[config.mk]
export PLATFORM = sky130hd
export DESIGN_NAME = noc_packetizer
export DESIGN_NICKNAME = d
export VERILOG_FILES = /design/src/rtl/noc_packetizer.sv
export SDC_FILE = /design/constraint.sdc
export NUM_CORES = 1
export LEC_CHECK = 0
export CORE_MARGIN = 1.5
export CORE_UTILIZATION = 24
export CTS_CLUSTER_DIAMETER = 120
export CTS_CLUSTER_SIZE = 25
export DETAILED_ROUTE_END_ITERATION = 8
export PLACE_DENSITY = 0.47
export SLEW_MARGIN = 20
export SYNTH_ARGS = -nofsm -noshare
export SYNTH_HDL_FRONTEND = slang
export SYNTH_SLANG_ARGS = --single-unit
[constraint.sdc]
create_clock -name noc_clk -period 1.65 [get_ports noc_clk]
set_clock_uncertainty 0.05 [all_clocks]
set_input_delay 0.33 -clock noc_clk [delete_from_list [all_inputs] [get_ports noc_clk]]
set_output_delay 0.33 -clock noc_clk [all_outputs]
set_load 0.03 [all_outputs]
[src/rtl/noc_packetizer.sv]
// noc_packetizer: PE-side NoC transmitter that turns a (dest, len, payload) request into a
// header/body/tail flit stream. Defining NOC_PKT_CRC_EN appends an XOR checksum tail flit.
module noc_packetizer #(
   parameter int         DATA_WIDTH = 32,
   parameter logic [3:0] SRC_X      = 4'd0,
   parameter logic [3:0] SRC_Y      = 4'd0
) (
   input  logic                  noc_clk,
   input  logic                  noc_rst,
   input  logic                  cmd_valid,
   output logic                  cmd_ready,
   input  logic [3:0]            cmd_dest_x,
   input  logic [3:0]            cmd_dest_y,
   input  logic [3:0]            cmd_len,
   input  logic                  data_valid,
   output logic                  data_ready,
   input  logic [DATA_WIDTH-1:0] data,
   output logic                  flit_valid,
   input  logic                  flit_ready,
   output logic [DATA_WIDTH-1:0] flit,
   input  logic                  VCready,
   output logic                  is_header,
   output logic                  is_tail
);

`ifdef NOC_PKT_CRC_EN
   typedef enum logic [1:0] {ST_IDLE = 2'd0, ST_HEAD = 2'd1, ST_BODY = 2'd2, ST_CSUM = 2'd3} state_t;
`else
   typedef enum logic [1:0] {ST_IDLE = 2'd0, ST_HEAD = 2'd1, ST_BODY = 2'd2} state_t;
`endif

   function automatic logic [DATA_WIDTH-1:0] make_header(input logic [3:0] dx,
                                                         input logic [3:0] dy,
                                                         input logic [3:0] ln);
      logic [DATA_WIDTH-1:0] h;
      h = {DATA_WIDTH{1'b0}};
      h[DATA_WIDTH-1 -: 20] = {dx, dy, SRC_X, SRC_Y, ln};
      return h;
   endfunction

`ifdef NOC_PKT_CRC_EN
   function automatic logic [DATA_WIDTH-1:0] csum_fold(input logic [DATA_WIDTH-1:0] acc,
                                                       input logic [DATA_WIDTH-1:0] word);
      return acc ^ word;
   endfunction
`endif

   state_t                state_q, state_d;
   logic [3:0]            cnt_q, cnt_d;
   logic [3:0]            len_q, len_d;
   logic [3:0]            dest_x_q, dest_x_d;
   logic [3:0]            dest_y_q, dest_y_d;
   logic [DATA_WIDTH-1:0] flit_q, flit_d;
   logic                  is_header_q, is_header_d;
   logic                  is_tail_q, is_tail_d;
   logic                  flit_valid_q, flit_valid_d;
`ifdef NOC_PKT_CRC_EN
   logic [DATA_WIDTH-1:0] csum_q, csum_d;
`endif
   logic                  fire_s;
   logic                  can_load_s;
   logic                  cmd_ready_s;
   logic                  data_ready_s;

   assign fire_s     = flit_valid_q & flit_ready;
   assign can_load_s = ~flit_valid_q | flit_ready;
   assign cmd_ready  = cmd_ready_s & ~noc_rst;
   assign data_ready = data_ready_s & ~noc_rst;
   assign flit       = flit_q;
   assign is_header  = is_header_q;
   assign is_tail    = is_tail_q;
   assign flit_valid = flit_valid_q;

   // Next-state, handshake and output-stage load logic
   always_comb begin
      state_d      = state_q;
      cnt_d        = cnt_q;
      len_d        = len_q;
      dest_x_d     = dest_x_q;
      dest_y_d     = dest_y_q;
      flit_d       = flit_q;
      is_header_d  = is_header_q;
      is_tail_d    = is_tail_q;
      cmd_ready_s  = 1'b0;
      data_ready_s = 1'b0;
`ifdef NOC_PKT_CRC_EN
      csum_d       = csum_q;
`endif
      if (fire_s) begin
         flit_valid_d = 1'b0;
      end else begin
         flit_valid_d = flit_valid_q;
      end

      case (state_q)
         ST_IDLE: begin
            cmd_ready_s = 1'b1;
            if (cmd_valid) begin
               dest_x_d = cmd_dest_x;
               dest_y_d = cmd_dest_y;
               len_d    = cmd_len;
               cnt_d    = 4'd0;
               state_d  = ST_HEAD;
            end else begin
               state_d  = ST_IDLE;
            end
         end
         ST_HEAD: begin
            // Stage is empty on entry, so a valid flit here is our header; VCready no longer matters
            if (flit_valid_q) begin
               if (fire_s) begin
`ifdef NOC_PKT_CRC_EN
                  state_d = (len_q == 4'd0) ? ST_CSUM : ST_BODY;
`else
                  state_d = (len_q == 4'd0) ? ST_IDLE : ST_BODY;
`endif
               end else begin
                  state_d = ST_HEAD;
               end
            end else if (VCready) begin
               flit_d       = make_header(dest_x_q, dest_y_q, len_q);
               is_header_d  = 1'b1;
               flit_valid_d = 1'b1;
`ifdef NOC_PKT_CRC_EN
               is_tail_d    = 1'b0;
               csum_d       = make_header(dest_x_q, dest_y_q, len_q);
`else
               is_tail_d    = (len_q == 4'd0);
`endif
            end else begin
               state_d = ST_HEAD;
            end
         end
         ST_BODY: begin
            if (cnt_q != len_q) begin
               data_ready_s = can_load_s;
               if (can_load_s && data_valid) begin
                  flit_d       = data;
                  is_header_d  = 1'b0;
                  flit_valid_d = 1'b1;
                  cnt_d        = cnt_q + 4'd1;
`ifdef NOC_PKT_CRC_EN
                  is_tail_d    = 1'b0;
                  csum_d       = csum_fold(csum_q, data);
`else
                  is_tail_d    = (cnt_q == len_q - 4'd1);
`endif
               end else begin
                  cnt_d = cnt_q;
               end
            end else begin
`ifdef NOC_PKT_CRC_EN
               state_d = ST_CSUM;
`else
               if (fire_s) begin
                  state_d = ST_IDLE;
               end else begin
                  state_d = ST_BODY;
               end
`endif
            end
         end
`ifdef NOC_PKT_CRC_EN
         ST_CSUM: begin
            // Only the checksum flit ever carries is_tail in this build
            if (flit_valid_q && is_tail_q) begin
               if (fire_s) begin
                  state_d = ST_IDLE;
               end else begin
                  state_d = ST_CSUM;
               end
            end else if (can_load_s) begin
               flit_d       = csum_q;
               is_header_d  = 1'b0;
               is_tail_d    = 1'b1;
               flit_valid_d = 1'b1;
            end else begin
               state_d = ST_CSUM;
            end
         end
`endif
         default: begin
            state_d      = ST_IDLE;
            flit_valid_d = 1'b0;
         end
      endcase
   end

   // State, packet context and output-stage registers
   always_ff @(posedge noc_clk) begin
      if (noc_rst) begin
         state_q      <= ST_IDLE;
         cnt_q        <= 4'd0;
         len_q        <= 4'd0;
         dest_x_q     <= 4'd0;
         dest_y_q     <= 4'd0;
         flit_q       <= {DATA_WIDTH{1'b0}};
         is_header_q  <= 1'b0;
         is_tail_q    <= 1'b0;
         flit_valid_q <= 1'b0;
`ifdef NOC_PKT_CRC_EN
         csum_q       <= {DATA_WIDTH{1'b0}};
`endif
      end else begin
         state_q      <= state_d;
         cnt_q        <= cnt_d;
         len_q        <= len_d;
         dest_x_q     <= dest_x_d;
         dest_y_q     <= dest_y_d;
         flit_q       <= flit_d;
         is_header_q  <= is_header_d;
         is_tail_q    <= is_tail_d;
         flit_valid_q <= flit_valid_d;
`ifdef NOC_PKT_CRC_EN
         csum_q       <= csum_d;
`endif
      end
   end

endmodule

; ---- Word level (Yosys, flattened, before mapping)
; Index checks and enable logic that the tools add are counted.
[totals]
output_inout_bits = 37
input_bits = 50
word_cells = 73
register_bits = 53
[op_classes]
n_reduce_logical = 9
eq_ne = 11
n_mux = 36
bitwise = 6
n_addsub = 2
[op_table]
columns = op, n
row1 = 32-bit two-way mux, 4
row2 = 32-bit case mux with 2 select lines, 1
row3 = 1-bit two-way mux, 17
row4 = 2-bit two-way mux, 6
row5 = 4-bit two-way mux, 3
row6 = 2-bit inequality test (second input constant), 6
row7 = 4-bit case mux with 2 select lines, 1
row8 = 2-bit case mux with 3 select lines, 1
row9 = 5-bit AND reduction, 1
row10 = 4-bit by 1-bit adder with 4-bit output (second input constant), 1
row11 = 4-bit == test, 1
row12 = 4-bit logical NOT, 1
row13 = 4-bit inequality test, 1
row14 = 1-bit case mux with 2 select lines, 2
row15 = 2-bit AND reduction, 2
row16 = 4-bit AND reduction, 1
row17 = 2-bit nonzero test, 2
row18 = 4-bit by 1-bit subtractor with 4-bit output (second input constant), 1
row19 = 1-bit AND, 3
row20 = 3-bit inequality test (second input constant), 1
row21 = 1-bit case mux with 3 select lines, 1
row22 = 2-bit by 1-bit == test with 1-bit output (second input constant), 1
row23 = 2-bit == test (second input constant), 1
row24 = 2-bit logical NOT, 1
row25 = other kinds (3), 4

; ---- Logic depth before layout (Yosys ltp)
; Gate-level depths: netlist of run 1.
[depth]
ltp_word = 6
mapped_depth = 6
ltp_nobuf = 6

; ---- Worst setup path after synthesis of run 1
; No wires, ideal clock.
[synth_timing]
path_type = register to output
from = register cnt_q[1]
to = output data_ready
t_arrival_ns = 1.514
required_ns = 1.270
path_stages_with_launch = 4
path_buffers = 0
slack_ns = -0.244
path_cell_list = dfxtp_1 > xor2_1 > o41ai_4 > nor3_1
[synth_between]
elab_chain_len = 4
[synth_lines]
columns = item, line
row1 = from (decl), 49  ; logic [3:0] cnt_q, cnt_d;
row2 = from (signal assigned), 206  ; cnt_q <= cnt_d;
row3 = 4-bit inequality test, 135  ; if (cnt_q != len_q) begin
row4 = 1-bit two-way mux, 135
row5 = 1-bit two-way mux, 95  ; case (state_q)
row6 = 1-bit AND, 68  ; assign data_ready = data_ready_s & ~noc_rst;
row7 = to (decl), 16  ; output logic data_ready,
; Every way passes these cells.

; ---- Worst setup path after layout of run 1
[layout_timing]
from = register len_q[1]
to = output data_ready
[layout_between]
elab_chain_len = 4
[layout_lines]
columns = item, line
row1 = from (decl), 50  ; logic [3:0] len_q, len_d;
row2 = from (signal assigned), 207  ; len_q <= len_d;
row3 = 4-bit inequality test, 135
row4 = 1-bit two-way mux, 135
row5 = 1-bit two-way mux, 95
row6 = 1-bit AND, 68
; Every way passes these cells.

==> results of run 1 <==
-- Yosys cell counts, types with 2 or more instances --
cell       count
o2bb2ai_1      2
xor2_2         3
a21oi_1       15
buf_2          7
buf_4          2
a2111oi_0     12
or4_1          3
nand3_1        3
mux2i_1       12
o21ai_0        3
inv_1          5
a211oi_1       2
ha_1           3
a31o_2        10
dfxtp_1       53
o31ai_1        2
nor2b_1        2
a31o_1         2
nor3_1         4
a32o_1        20
clkbuf_1      10
xor2_1         4
nand2_1       30
nor2_1         5
-- logic make-up after synthesis --
kind of cell             Yosys count
AO/OA/AOI/OAI                     73
AND/OR/NAND/NOR                   56
flip-flops                        53
buffers and inverters             26
multiplexers                      12
XOR/XNOR                           7
adder cells (fa/ha/maj)            3
-- per-layer routing --
metal / vias to the layer above / wire, µm / track usage [%]
li1: 1165 / - / -
met2: 57 / 3826 / 25.50
met3: 11 / 329 / 2.913
met5: - / 0 / 0
met4: 0 / 163 / 4.701
met1: 1093 / 3593 / 20.68
-- state kept, by name (all words and copies together) (netlist names) --
| register | flops |
|---|---|
| state_q | 2 |
| flit_valid | 1 |
| dest_x_q | 4 |
| is_tail | 1 |
| flit | 32 |
| cnt_q | 4 |
| len_q | 4 |
| dest_y_q | 4 |
| is_header | 1 |
-- worst min-delay path, cell delays in order (launching register included) --
cell	delay, ps
dfxtp_1	320
nand2_1	50
a21oi_1	50
-- through the flow --
step	instances	area [µm²]	setup slack, ps
2_1_floorplan	230	2341	-9.292
3_3_place_gp	476	3741	-474.1
3_5_place_dp	476	3741	-465.9
4_1_cts	499	4302	-398.1
5_1_grt	508	4463	-435.5
6_report	508	4463	-409.8
-- power by group through the flow --
| stage | combinational, mW | sequential (mW) | clock, mW |
|---|---|---|---|
| global placement | 0.472 | 1.36 | 0 |
| detailed placement | 0.472 | 1.36 | 0 |
| global route | 0.724 | 1.33 | 0.842 |
| floorplan | 0.163 | 1.38 | 0 |
| finish | 0.680 | 1.33 | 0.756 |
| CTS | 0.592 | 1.33 | 0.784 |
-- worst min-delay path by stage --
stage	slack [ps]	endpoint
floorplan	390	dest_x_q[0]
global placement	390	dest_y_q[1]
detailed placement	400	dest_x_q[1]
CTS	410	dest_x_q[1]
global route	440	dest_y_q[1]
finish	410	dest_x_q[1]
-- cell type report --
| class | instances | area, µm² |
|---|---|---|
| clock buffers | 6 | 82.58 |
| clock inverters | 1 | 7.507 |
| inverters | 6 | 22.52 |
| flip-flops and latches | 53 | 1082 |
| multi-input cells | 151 | 1471 |
| well taps | 129 | 161.4 |
| repair buffers | 162 | 1635 |
| fillers | 902 | 4821 |
-- timing repair --
| action | 4_1_cts | 5_1_grt |
|---|---|---|
| gates resized for setup | 106 | 12 |
| buffers inserted | 13 | 9 |
| pin swaps | 23 | 7 |
| gates cloned | 4 | 1 |
| endpoints found under the hold margin | 0 | 0 |
| endpoints found under the setup margin | 76 | 42 |
==> out/results.tsv, run 1 <==
stage	metric	value	unit
run_status	status	complete, but fails checks	
run_status	violations	negative setup slack	
power	p_int	2.018	mW
yosys	synth_area	0.002308	mm²
clocking	numCtsBuffers	5	
sta	slew_headroom	76.66	%
yosys	synth.avg_cell_area	10.04	µm²
drt	drc_errors	0	
floorplan	die_w	101.1	µm
floorplan	die-area	0.01022	mm²
yosys	ys_types	40	
drt	dr.pass1.iters	4	
setup_path	crit_family	compound AO/OA/AOI/OAI gates	
power	swShare	26.94	%
sta	slew_violations	0	
setup_path	cp.arrival	1680	ps
run	cap_violations	0	
global_routing	overflow	0	
clocking	htreeDepth	2	
global_routing	globalRouteTotalUtil	15.55	%
drt	drtIter0Drc	46	
setup_path	worstSetupEndpointType	output pin	
yosys	syn_inst	230	
setup_path	endpoint	data_ready	
drt	vias	2326	
floorplan	die_y	101.1	µm
cells_and_area	areaGrowthSynthToFinish	93.33	%
yosys	synth.area.top_cells	dfxtp_1 46%, a32o_1 8.7%, mux2i_1 5.2%	
floorplan	start_util	24.87	%
setup_path	timing.critical_path.fanout_max	2	
worst_hold_path	whs_path_depth	2	
yosys	async_flop_share	0	%
setup_path	critPathLaunchType	flip-flop	
power	power.density	618.9	mW/mm²
clocking	cts_hold_buf	0	
sta	worst_slew_pin_slew	340.3	ps
clocking	clockBufferDepth	2	
yosys	syn_nets	283	
yosys	synth_top_area_share	45.96	%
drt	wire_per_inst	15.57	µm
setup_path	cpPeakStageDelay	430	ps
sta	grt_setup_unrepaired	true	
global_routing	antenna_found_initial	0	
clocking	cts_tree	done	
setup_path	rrSetupSlack	-310	ps
setup_path	path_buf_inv	2	
setup_path	crit_cells	5	
placed_design	gp_congestion	0.7824	
cells_and_area	final_cell_mix	54 x buf_4, 47 x clkdlybuf4s50_1, 42 x dfxtp_1, 37 x dlygate4sd2_1, 30 x nand2_1	
clocking	clock_sinks	53	
cells_and_area	final_common_cell	buf_4	
yosys	synth-compound-area-share	26.56	%
worst_hold_path	hp-class	flip-flop to flip-flop	
global_routing	grt_pass1_wl	12270	µm
clocking	root_buffer	clkbuf_8	
drt	via_per_inst	4.579	
global_routing	grt_max_degree	18	
sta	period_share	124.8	%
setup_path	path_cells	xor2_4 -> buf_12 -> o41ai_4 -> nor3_2 -> buf_4	
power	clock_power_share	27.4	%
setup_path	required	1270	ps
placed_design	port-buffer-count	86	
sta	max_freq	485.5	MHz
sta	worst_slack	-409.8	ps
sta	finalSetupTns	-10610	ps
yosys	synth_seq_area_share	45.96	%
floorplan	core	0.009284	mm²
power	peakVddDrop	0.2877	mV
cells_and_area	layout-drive-gt1-share	36.68	%
yosys	synthMuxAreaShare	5.203	%
sta	whs	408.7	ps
yosys	synthSimpleGateAreaFrac	12.09	%
sta	period_needed	2060	ps
yosys	ys_warn_count	0	
yosys	synth_edf_count	0	
setup_path	path_class	flip-flop to output pin	
setup_path	r2r_cells	9	
yosys	synth-seq-cells	53	
power	pwr-share-seq	48.0	%
worst_hold_path	hp-start	dest_x_q[1]	
placed_design	dp_hpwl	5297	µm
setup_path	r2r_start	len_q[1]	
power	leakage	1.821	nW
cells_and_area	nNetsFinal	432	
clocking	clock_latency	300	ps
yosys	synth_top_family_by_area	compound AO/OA/AOI/OAI gates	
setup_path	r2r-end	flit[7]	
floorplan	ioPinCount	87	
power	pwr-share-comb	24.6	%
cells_and_area	insertedDiodeCount	0	
yosys	synth_xor_area_share	3.631	%
global_routing	grt_pass1_vias	2377	
yosys	yosysTopAreaCell	dfxtp_1	
yosys	synth_ff_type	dfxtp_1	
power	switching_power	0.7441	mW
drt	drtAntennaViolNets	0	
drt	routed_wl	7912	µm
yosys	synth-adder-area-share	1.626	%
sta	finalHoldViolations	0	
setup_path	critPathSlowestCell	o41ai_4	
power	fin_total_pwr	2.762	mW
setup_path	worstSetupStartpoint	len_q[1]	
sta	finalSetupViolCount	41	
clocking	clk_pin_slew	90	ps
cells_and_area	fin_util	48.07	%
floorplan	row_count	35	
Note: power is estimated with default switching activity, not from simulation.
==> inputs of run 2 (changes only) <==
- ABC_AREA: default -> 1
- CTS_CLUSTER_DIAMETER: 120 -> 80
- PLACE_DENSITY: 0.47 -> 0.46
==> out/results.tsv, run 2 <==
stage	metric	value	unit	change
sta	slew_headroom	77.86	%	was 76.66%
power	leakage	1.601	nW	was 1.821 nW
yosys	async_flop_share	0	%	unchanged
sta	period_share	106.1	%	was 124.8%
yosys	ys_warn_count	0		unchanged
global_routing	grt_pass1_vias	2322		was 2377
setup_path	worstSetupEndpointType	output pin		unchanged
setup_path	path_class	input pin to output pin		was flip-flop to output pin
sta	finalSetupViolCount	1		was 41
setup_path	critPathLaunchType	input pin		was flip-flop
sta	slew_violations	0		unchanged
setup_path	r2r_start	state_q[1]		was len_q[1]
floorplan	start_util	24.41	%	was 24.87%
sta	grt_setup_unrepaired	true		unchanged
floorplan	ioPinCount	87		unchanged
clocking	clock_sinks	53		unchanged
yosys	synth_seq_area_share	42.48	%	was 45.96%
yosys	synth.avg_cell_area	7.239	µm²	was 10.04 µm²
yosys	synth_ff_type	dfxtp_1		unchanged
sta	max_freq	571.0	MHz	was 485.5 MHz
sta	period_needed	1751	ps	was 2060 ps
drt	drc_errors	0		unchanged
power	peakVddDrop	0.3848	mV	was 0.2877 mV
clocking	numCtsBuffers	5		unchanged
worst_hold_path	hp-class	flip-flop to flip-flop		unchanged
run_status	violations	negative setup slack		unchanged
drt	via_per_inst	4.274		was 4.579
clocking	clock_latency	310	ps	was 300 ps
yosys	synth.area.top_cells	dfxtp_1 42%, nand2_1 14%, nor2_1 6.8%		was dfxtp_1 46%, a32o_1 8.7%, mux2i_1 5.2%
sta	whs	414.7	ps	was 408.7 ps
yosys	yosysMostFrequentCell	nand2_1		was dfxtp_1
global_routing	grt_pass1_wl	11520	µm	was 12270 µm
sta	finalHoldViolations	0		unchanged
drt	drtAntennaViolNets	0		unchanged
floorplan	die_y	105.0	µm	was 101.1 µm
cells_and_area	areaGrowthSynthToFinish	49.65	%	was 93.33%
global_routing	antenna_found_initial	0		unchanged
clocking	htreeDepth	2		unchanged
sta	worst_slack	-101.2	ps	was -409.8 ps
run	cap_violations	0		unchanged
floorplan	core	0.01023	mm²	was 0.009284 mm²
drt	routed_wl	7009	µm	was 7912 µm
setup_path	worstSetupStartpoint	flit_ready		was len_q[1]
cells_and_area	largest_reg_flops	32		unchanged
setup_path	timing.critical_path.fanout_max	2		unchanged
cells_and_area	final_common_cell	nand2_1		was buf_4
setup_path	required	1270	ps	about the same
setup_path	cp.arrival	1370	ps	was 1680 ps
floorplan	die-area	0.01103	mm²	was 0.01022 mm²
run_status	status	complete, but fails checks		unchanged
yosys	synth_area	0.002497	mm²	was 0.002308 mm²
clocking	clk_pin_slew	100	ps	was 90 ps
clocking	root_buffer	clkbuf_8		unchanged
yosys	synth_top_area_share	42.48	%	was 45.96%
drt	vias	2466		was 2326
yosys	syn_inst	345		was 230
clocking	cts_tree	done		unchanged
drt	drtIter0Drc	94		was 46
cells_and_area	insertedDiodeCount	0		unchanged
setup_path	rrSetupSlack	130	ps	was -310 ps
floorplan	row_count	37		was 35
clocking	clockBufferDepth	2		unchanged
global_routing	overflow	0		unchanged
global_routing	globalRouteTotalUtil	12.86	%	was 15.55%
yosys	yosysTopAreaCell	dfxtp_1		unchanged
setup_path	r2r-end	is_tail		was flit[7]
cells_and_area	nNetsFinal	493		was 432
placed_design	port-buffer-count	86		unchanged
setup_path	endpoint	data_ready		unchanged
cells_and_area	final_cell_mix	87 x nand2_1, 48 x clkdlybuf4s50_1, 47 x dfxtp_1, 45 x nor2_1, 36 x dlygate4sd2_1		was 54 x buf_4, 47 x clkdlybuf4s50_1, 42 x dfxtp_1, 37 x dlygate4sd2_1, 30 x nand2_1
placed_design	dp_worst_setup_slack	-146.5	ps	was -465.9 ps
worst_hold_path	hp-start	flit[16]		was dest_x_q[1]
sta	worst_slew_pin_slew	333.4	ps	was 340.3 ps
placed_design	dp_hpwl	5218	µm	was 5297 µm
yosys	ys_top_cells_by_count	91 x nand2_1, 53 x dfxtp_1, 45 x nor2_1, 32 x a21oi_1, 24 x nand4_1		was 53 x dfxtp_1, 30 x nand2_1, 20 x a32o_1, 15 x a21oi_1
placed_design	gp_congestion	0.7694		was 0.7824
floorplan	die_w	105.0	µm	was 101.1 µm
yosys	synth-seq-cells	53		unchanged
cells_and_area	nFillCells	1105		was 902
yosys	syn_nets	398		was 283
clocking	cts_hold_buf	0		unchanged
yosys	ys_types	27		was 40
global_routing	grt_max_degree	27		was 18
yosys	synth_edf_count	0		unchanged
drt	dr.pass1.iters	5		was 4
power	power.density	751.6	mW/mm²	was 618.9 mW/mm²
drt	wire_per_inst	12.15	µm	was 15.57 µm
setup_path	r2r_cells	9		unchanged
cells_and_area	layout-drive-gt1-share	14.51	%	was 36.68%
[run 2: changes by cell type in the layout (fill, tap and decap cells not counted), moves of 14 or more]
cell,previous run,this run
a21oi_1,15,32
nand4_1,1,24
o21ai_0,3,17
nor2_1,3,45
a32o_1,20,0
nand2_1,30,87
buf_4,54,16
[run 2: layout make-up]
| cell class | instances | area (µm²) | area share, % |
|---|---|---|---|
| Inverter | 20 | 77.57 | 2.076 |
| Clock buffer | 6 | 82.58 | 2.210 |
| Multi-Input combinational cell | 252 | 1267 | 33.91 |
| Tap cell | 136 | 170.2 | 4.553 |
| Timing Repair Buffer | 108 | 1050 | 28.09 |
| Sequential cell | 53 | 1076 | 28.79 |
| Clock inverter | 2 | 13.76 | 0.3683 |
[run 2: what timing repair did]
action                                  4_1_cts  5_1_grt
resized for setup                            44        6
endpoints found under the setup margin       37       38
pin swaps                                     4        1
cloned                                        0        0
hold endpoints to repair                      0        0
setup buffers                                 8        0
[run 2: report_power, final]
| part | internal [mW] | total, mW | switching (mW) |
|---|---|---|---|
| registers | 1.33 | 1.37 | 0.0323 |
| logic | 0.304 | 0.661 | 0.356 |
| clock network | 0.341 | 0.781 | 0.440 |
[run 2: critical path, stage by stage]
cell	delay [ps]
clkdlybuf4s50_1	490
inv_1	50
nand2_1	80
inv_1	80
nor3_4	180
buf_6	150
[run 2: worst min-delay path by stage]
stage	endpoint	slack, ps	cells past startpoint
3_5_place_dp	flit[1]	400	2
4_1_cts	flit[8]	420	2
6_report	flit[16]	410	2
3_3_place_gp	flit[3]	400	2
2_1_floorplan	dest_x_q[0]	410	2
5_1_grt	flit[16]	430	2
[run 2: metrics by stage]
stage	setup TNS, ps	util [%]	std cells	area, µm²	power (mW)
3_5_place_dp	-4786	35.01	561	3582	2.074
3_3_place_gp	-4485	35.01	561	3582	2.071
6_report	-101.2	36.53	577	3737	2.809
2_1_floorplan	0	-	345	2530	1.780
4_1_cts	-116.7	36.32	577	3716	2.859
5_1_grt	-188.7	36.53	577	3737	2.981
[run 2: cell families after synthesis]
| group | share of synthesized area, % |
|---|---|
| xor+xnor | 0.7015 |
| compound gates | 10.37 |
| buf+inv | 8.217 |
| flops | 42.49 |
| simple gates | 36.72 |
| fa+ha+maj | 1.503 |
[run 2: layer usage]
layer | share of wire, % | vias to the layer above | track usage, %
li1 | - | 1327 | -
met1 | 49 | 1090 | 17.42
met2 | 47 | 41 | 20.82
met3 | 2.9 | 8 | 2.183
met4 | 1.4 | 0 | 3.816
met5 | 0 | - | 0
